## src/rtl/alu_sequencer.sv

```systemverilog
// Command sequencer for an external ALU: accepts one command at a time, drives
// the ALU input/output selects for one cycle, then captures and reports the result.
module alu_sequencer #(
  parameter int DATA_W = 8
) (
  input  logic              clk,
  input  logic              rst,
  input  logic              en,
  input  logic              cmd_valid,
  output logic              cmd_ready,
  input  logic [2:0]        cmd_op,
  input  logic              cmd_src,
  input  logic [DATA_W-1:0] cmd_a,
  input  logic [DATA_W-1:0] cmd_b,
  output logic [2:0]        alu_in_sel,
  output logic [DATA_W-1:0] alu_num1,
  output logic [DATA_W-1:0] alu_num2,
  output logic [6:0]        alu_out_sel,
  input  logic [DATA_W-1:0] alu_result,
  input  logic              alu_ovf,
  output logic              rsp_valid,
  output logic [DATA_W-1:0] rsp_data,
  output logic              rsp_err,
  input  logic              err_ack,
  output logic [2:0]        state,
  output logic [7:0]        op_count
);

  typedef enum logic [2:0] {
    S_OFF     = 3'd0,
    S_READY   = 3'd1,
    S_ISSUE   = 3'd2,
    S_CAPTURE = 3'd3,
    S_ERROR   = 3'd4
  } state_t;

  localparam logic [2:0] IN_RESET   = 3'b001;
  localparam logic [2:0] IN_LOAD    = 3'b010;
  localparam logic [2:0] IN_PERSIST = 3'b100;
  localparam logic [2:0] OP_MULT    = 3'd6;
  localparam logic [2:0] OP_CLR     = 3'd7;

  state_t            state_q, state_d;
  logic [2:0]        op_q, op_d;
  logic              cmd_ready_q, cmd_ready_d;
  logic [2:0]        in_sel_q, in_sel_d;
  logic [6:0]        out_sel_q, out_sel_d;
  logic [DATA_W-1:0] num1_q, num1_d;
  logic [DATA_W-1:0] num2_q, num2_d;
  logic              rsp_valid_q, rsp_valid_d;
  logic [DATA_W-1:0] rsp_data_q, rsp_data_d;
  logic              rsp_err_q, rsp_err_d;
  logic [7:0]        count_q, count_d;
  logic              mult_err;

  always_comb begin
    state_d     = state_q;
    op_d        = op_q;
    in_sel_d    = IN_PERSIST;
    out_sel_d   = out_sel_q;
    num1_d      = num1_q;
    num2_d      = num2_q;
    rsp_valid_d = 1'b0;
    rsp_data_d  = rsp_data_q;
    rsp_err_d   = rsp_err_q;
    count_d     = count_q;
    mult_err    = alu_ovf && (op_q == OP_MULT);

    case (state_q)
      S_OFF: begin
        if (en) state_d = S_READY;
      end
      S_READY: begin
        // A valid command wins over a simultaneous power-down request.
        if (cmd_valid) begin
          state_d   = S_ISSUE;
          op_d      = cmd_op;
          count_d   = count_q + 8'd1;
          num1_d    = cmd_a;
          num2_d    = cmd_b;
          in_sel_d  = (cmd_op == OP_CLR) ? IN_RESET : (cmd_src ? IN_PERSIST : IN_LOAD);
          out_sel_d = (cmd_op == OP_CLR) ? 7'b0 : (7'b1 << cmd_op);
        end else if (!en) begin
          state_d = S_OFF;
        end
      end
      S_ISSUE: begin
        state_d = S_CAPTURE;
      end
      S_CAPTURE: begin
        rsp_valid_d = 1'b1;
        rsp_data_d  = (op_q == OP_CLR) ? '0 : alu_result;
        rsp_err_d   = mult_err;
        state_d     = mult_err ? S_ERROR : S_READY;
      end
      S_ERROR: begin
        if (err_ack) state_d = S_READY;
      end
      default: state_d = S_OFF;
    endcase

    cmd_ready_d = (state_d == S_READY);
  end

  always_ff @(posedge clk) begin
    if (rst) begin
      state_q     <= S_OFF;
      op_q        <= 3'd0;
      cmd_ready_q <= 1'b0;
      in_sel_q    <= IN_RESET;
      out_sel_q   <= 7'b0;
      num1_q      <= '0;
      num2_q      <= '0;
      rsp_valid_q <= 1'b0;
      rsp_data_q  <= '0;
      rsp_err_q   <= 1'b0;
      count_q     <= 8'd0;
    end else begin
      state_q     <= state_d;
      op_q        <= op_d;
      cmd_ready_q <= cmd_ready_d;
      in_sel_q    <= in_sel_d;
      out_sel_q   <= out_sel_d;
      num1_q      <= num1_d;
      num2_q      <= num2_d;
      rsp_valid_q <= rsp_valid_d;
      rsp_data_q  <= rsp_data_d;
      rsp_err_q   <= rsp_err_d;
      count_q     <= count_d;
    end
  end

  assign state       = state_q;
  assign cmd_ready   = cmd_ready_q;
  assign alu_in_sel  = in_sel_q;
  assign alu_out_sel = out_sel_q;
  assign alu_num1    = num1_q;
  assign alu_num2    = num2_q;
  assign rsp_valid   = rsp_valid_q;
  assign rsp_data    = rsp_data_q;
  assign rsp_err     = rsp_err_q;
  assign op_count    = count_q;

endmodule

```

## config.mk

```make
export PLATFORM = sky130hd
export DESIGN_NAME = alu_sequencer
export DESIGN_NICKNAME = d
export VERILOG_FILES = /design/src/rtl/alu_sequencer.sv
export SDC_FILE = /design/constraint.sdc
export NUM_CORES = 1
export LEC_CHECK = 0
export BUFFER_PORTS_ARGS = -buffer_cell sky130_fd_sc_hd__clkbuf_2
export CORE_AREA = 2 2 66 68
export DETAILED_ROUTE_END_ITERATION = 6
export DIE_AREA = 0 0 68 70
export PLACE_DENSITY = 0.81
export SYNTH_ARGS = -nofsm -noshare
export SYNTH_HDL_FRONTEND = slang
export SYNTH_SLANG_ARGS = --single-unit
```

## constraint.sdc

```tcl
create_clock -name clk -period 2 [get_ports clk]
set_input_delay 0.5 -clock clk [delete_from_list [all_inputs] [get_ports clk]]
set_output_delay 0.5 -clock clk [all_outputs]
set_load 0.005 [all_outputs]
```

==> results of run 1 <==
==> layout make-up <==
type                       instances  area (µm²)  share of cell area (%)
multi-input combinational        159       832.0                   33.45
sequential                        51        1021                   41.05
clock inverter                     2       35.03                   1.408
timing repair buffer              85       447.9                   18.01
tap                               52       65.06                   2.616
clock buffer                       6       82.58                   3.320
inverter                           1       3.754                  0.1509
==> worst max-delay path: cells and delay by family (launching register included) <==
kind | cells | cell delay [ps]
buffers and inverters | 1 | 260
and+or+nand+nor | 2 | 560
AOI/OAI and AO/OA | 1 | 120
DFF | 1 | 530
==> cell families after synthesis <==
family | Yosys count | share of synthesized area [%]
AOI/OAI and AO/OA | 46 | 13.28
xor gates and xnor gates | 6 | 2.694
buffers and inverters | 18 | 5.003
and+or+nand+nor | 106 | 26.04
adders and majority gates | 1 | 0.6413
DFF | 51 | 52.34
==> where the power goes <==
part	leakage [nW]	internal (W)	switching, W
logic	0.602	0.0000756	0.0000891
registers	0.414	0.00104	0.0000197
clock network	0.0612	0.000405	0.000332
==> through the flow <==
stage / total power (W) / util, % / hold WS, ps / cell area (µm²)
floorplan: 0.001177 / - / 448.3 / 1951
global placement: 0.001249 / 57.19 / 439.1 / 2370
detailed placement: 0.001251 / 57.19 / 444.1 / 2370
CTS: 0.001985 / 60.02 / 367.2 / 2487
global route: 0.002054 / 60.02 / 363.5 / 2487
finish: 0.001963 / 60.02 / 374.9 / 2487
==> registers in the layout (all words and copies together), names as in the netlist, 3 cells and up <==
signal       count
rsp_data         8
alu_in_sel       3
state            3
alu_out_sel      7
alu_num2         8
alu_num1         8
op_count         8
op_q             3
==> path summary, 6_finish.rpt <==
check,slack (ps),cells after the start,end,start
max reg2reg,460,4,alu_num1[7],state[0]
min reg2reg,460,2,alu_num2[4],alu_num2[4]
max,460,4,alu_num1[7],state[0]
min,370,2,alu_in_sel[1],cmd_src
==> metal layers <==
metal / part of all wire [%] / routed length [µm] / track usage (%) / vias to the layer above
li1: - / - / - / 913
met1: 43 / 1793 / 20.74 / 785
met2: 46 / 1900 / 28.91 / 69
met3: 8.6 / 355 / 5.958 / 7
met4: 1.8 / 76 / 8.667 / 0
met5: 0 / 0 / 0 / -
==> placed cells by master (no fill, tap or decap), types with 4 or more instances in the layout <==
cell and n:
a21oi_1 32, a22oi_1 8, clkbuf_2 81, clkbuf_8 6
dfxtp_1 51, nand2_1 52, nand3_1 6, nor2_1 25
nor3_1 8, xnor2_1 4
==> impl_metrics.csv, run 1 <==
group,metric,value,unit
setup_path,required,2240,ps
clock_network,clk_pin_slew,90,ps
drt,ant_nets,0,
synth,synth_fp_nets,263,
floorplanning,fp-row-count,24,
clock_network,clk_path_buf_depth,2,
sta,grt_setup_unrepaired,"false",
drt,drcViolationCount,0,
sta,finalHoldViolations,0,
sta,post-route-period-util,76.88,%
run,maxCapViolCount,0,
placement,io_buffers,81,
synth,synth.cell_area,1951,µm²
floorplanning,dieArea,4760,µm²
floorplanning,die_h,70,µm
floorplanning,start_util,47.07,%
clock_network,cts.hold.buffers_added,0,
clock_network,clkLatencyLatePin,310,ps
setup_path,end_kind,"flop",
synth,dominantRegCellSynth,"dfxtp_1",
sta,finalSetupViolations,0,
clock_network,cts_buffers,5,
global_route,grt_pass1_wl,6568,µm
global_route,grt_pass1_vias,1507,
clock_network,ctsResizeCount,0,
setup_path,slowest_stage,"dfxtp_1",
clock_network,cts-root-buf,"clkbuf_8",
sta,fmax,0.6504,GHz
sta,maxSlewViolCount,0,
synth,syn_area_per_cell,8.555,µm²
final_layout,fillers,382,
floorplanning,fp.coreArea,4144,µm²
sta,max_slew.worst_pin.slew,673.7,ps
sta,setup_tns,0,ps
placement,gp_congestion,0.7649,
setup_path,cp_max_fo,15,
setup_path,slowest_delay,530,ps
synth,synth-seq-cells,51,
synth,ys_types,31,
synth,yosys_warnings,0,
global_route,grt_max_degree,38,
synth,seq_area_frac_synth,52.34,%
placement,pre_cts_ws,370.0,ps
power_and_ir_drop,p_leak,1.076,nW
drt,drt_iter0_drc,59,
synth,synthTopCellsByCount,"52 x nand2_1, 51 x dfxtp_1, 32 x a21oi_1, 25 x nor2_1, 9 x clkbuf_1",
synth,yosys.area.top_type_share,52.34,%
synth,yosys.area.top_type,"dfxtp_1",
clock_network,cts_max_level,2,
placement,dp_hpwl,2909,µm
synth,syn-instance-count,228,
final_layout,n_antenna_cell,0,
drt,vias,1774,
global_route,grt_use_total,17.89,%
sta,relSlewSlack,54.88,%
global_route,antenna_found_initial,0,
global_route,gr-total-overflow,0,
power_and_ir_drop,p_per_area,789.2,nW/µm²
synth,yosysMostFrequentCell,"nand2_1",
placement,post-place-cells,348,
floorplanning,die_w,68,µm
drt,wl,4126,µm
power_and_ir_drop,peakVddDrop,0.5639,mV
drt,post_drt_wl_per_cell,11.59,µm
outcome,outcome,"completed",
final_layout,drive_gt1_share,31.58,%
synth,synthTopCellsByArea,"dfxtp_1 52%, nand2_1 10%, a21oi_1 8.2%, nor2_1 4.8%, a22oi_1 3.1%",
synth,synth_edf_count,0,
synth,ys_async_sr_fraction,0,%
sta,period_needed,1538,ps
sta,fin_skew,6.627,ps
setup_path,worst-setup-path-type,"reg -> reg",
final_layout,fin_nets,338,
floorplanning,pin_count,82,
clock_network,post_cts_buffers,0,
clock_network,cts_tree,"yes",
min_path,hold_class,"in -> reg",
final_layout,area_growth,27.52,%
drt,firstDrtPassIters,4,
drt,via_per_inst,4.983,
setup_path,cp_data_arrival_time,1780,ps
final_layout,finalNonFillerCells,356,
setup_path,start_kind,"flop",
clock_network,clock_sinks,51,
setup_path,crit_path_cell_trace,"and4bb_2 > buf_4 > nand2_1 > a21oi_1",
sta,fin_ws,462.5,ps
Power figures use the tool's default switching activity.
==> run 2: changes to the inputs <==
CORE_AREA = 2 2 72 74   (was 2 2 66 68)
DIE_AREA = 0 0 74 76   (was 0 0 68 70)
PLACE_DENSITY = 0.72   (was 0.81)
clock period = 1.4 ns   (was 2 ns; I/O delays follow)
==> impl_metrics.csv, run 2 (synthesis results as in run 1) <==
group,metric,value,unit
placement,dp_hpwl,3208,µm
sta,post-route-period-util,96.04,%
global_route,grt_max_degree,24,
sta,finalHoldViolations,0,
min_path,hold_class,"in -> reg",
setup_path,required,1050,ps
drt,drt_iter0_drc,74,
final_layout,mostFrequentLayoutCells,"81 x clkbuf_2, 52 x nand2_1, 51 x dfxtp_1, 32 x a21oi_1, 25 x nor2_1",
sta,fin_skew,4.517,ps
clock_network,cts_tree,"yes",
clock_network,post_cts_buffers,0,
drt,via_per_inst,4.739,
sta,setup_tns,0,ps
final_layout,fin_nets,347,
final_layout,n_antenna_cell,0,
floorplanning,fp-row-count,26,
clock_network,cts_buffers,5,
power_and_ir_drop,p_leak,1.106,nW
sta,grt_setup_unrepaired,"false",
floorplanning,start_util,39.71,%
sta,period_needed,1345,ps
setup_path,cp_data_arrival_time,990,ps
drt,firstDrtPassIters,4,
drt,wl,4383,µm
final_layout,drive_gt1_share,33.23,%
clock_network,cts-root-buf,"clkbuf_8",
sta,fmax,0.7438,GHz
clock_network,clkLatencyLatePin,300,ps
floorplanning,die_h,76,µm
clock_network,ctsResizeCount,0,
floorplanning,dieArea,5624,µm²
drt,post_drt_wl_per_cell,11.44,µm
power_and_ir_drop,p_per_area,1015,nW/µm²
outcome,outcome,"completed",
drt,ant_nets,0,
placement,gp_congestion,0.7467,
power_and_ir_drop,peakVddDrop,0.4056,mV
floorplanning,fp.coreArea,4912,µm²
setup_path,start_kind,"flop",
clock_network,cts_max_level,2,
clock_network,clk_pin_slew,90,ps
final_layout,utilization,52.06,%
placement,io_buffers,81,
final_layout,area_growth,31.11,%
global_route,antenna_found_initial,0,
run,maxCapViolCount,0,
clock_network,clock_sinks,51,
clock_network,clk_path_buf_depth,2,
setup_path,worst-setup-path-type,"reg -> out",
floorplanning,pin_count,82,
global_route,grt_pass1_vias,1590,
setup_path,cp_max_fo,8,
clock_network,cts.hold.buffers_added,0,
global_route,grt_pass1_wl,7086,µm
floorplanning,die_w,74,µm
sta,maxSlewViolCount,0,
final_layout,mostFrequentLayoutCell,"clkbuf_2",
global_route,gr-total-overflow,0,
sta,worst_hold_slack,219.2,ps
sta,finalSetupViolations,0,
drt,vias,1815,
global_route,grt_use_total,15.74,%
sta,relSlewSlack,80.46,%
sta,max_slew.worst_pin.slew,293.1,ps
drt,drcViolationCount,0,
setup_path,end_kind,"primary output",
run 2: cell count changes in the layout (fill, tap and decap cells not counted), sizes merged:
cell / before / now
buf: 4 / 13
bufinv: 1 / 0
clkinvlp: 0 / 1
run 2: final timing paths:
kind | start | endpoint | slack (ps) | depth (start not counted)
hold / removal | cmd_src | alu_in_sel[1] | 220 | 2
setup reg to reg | state[1] | alu_out_sel[1] | 130 | 5
setup / recovery | state[0] | state[0] | 60 | 2
hold reg to reg | alu_num2[7] | alu_num2[7] | 460 | 2
run 2: layout make-up:
| type | instances | area [µm²] |
|---|---|---|
| fill | 501 | 2355 |
| sequential | 51 | 1021 |
| multi-input combinational | 159 | 832.0 |
| timing repair buffer | 94 | 528.0 |
| tap | 70 | 87.58 |
| clock buffer | 6 | 72.57 |
| clock inverter | 2 | 12.51 |
| inverter | 1 | 3.754 |
run 2: through the flow:
stage	std cells	power (W)	cell area [µm²]	worst slack, ps
global placement	375	0.001807	2472	73.60
finish	383	0.002595	2557	55.49
detailed placement	375	0.001811	2472	55.59
global route	383	0.002715	2557	7.288
CTS	383	0.002636	2557	41.57
floorplan	228	0.001681	1951	61.96
run 2: metal layers:
| metal | part of all wire (%) | global-route usage (%) | vias to the layer above |
|---|---|---|---|
| met5 | 0 | 0 | - |
| met4 | 0.68 | 5.455 | 0 |
| met3 | 7.1 | 4.894 | 2 |
| met2 | 47 | 25.62 | 56 |
| met1 | 45 | 19.35 | 820 |
| li1 | - | - | 937 |
run 2: worst max-delay path, stage by stage, from the launching register on:
cell      delay [ps]
dfxtp_1          410
buf_4            180
clkbuf_2         110
run 2: report_power, final:
| group | switching [W] | total [W] | internal [W] |
|---|---|---|---|
| sequential | 0.0000227 | 0.00151 | 0.00149 |
| combinational | 0.000139 | 0.000264 | 0.000125 |
| clock | 0.000469 | 0.000819 | 0.000350 |
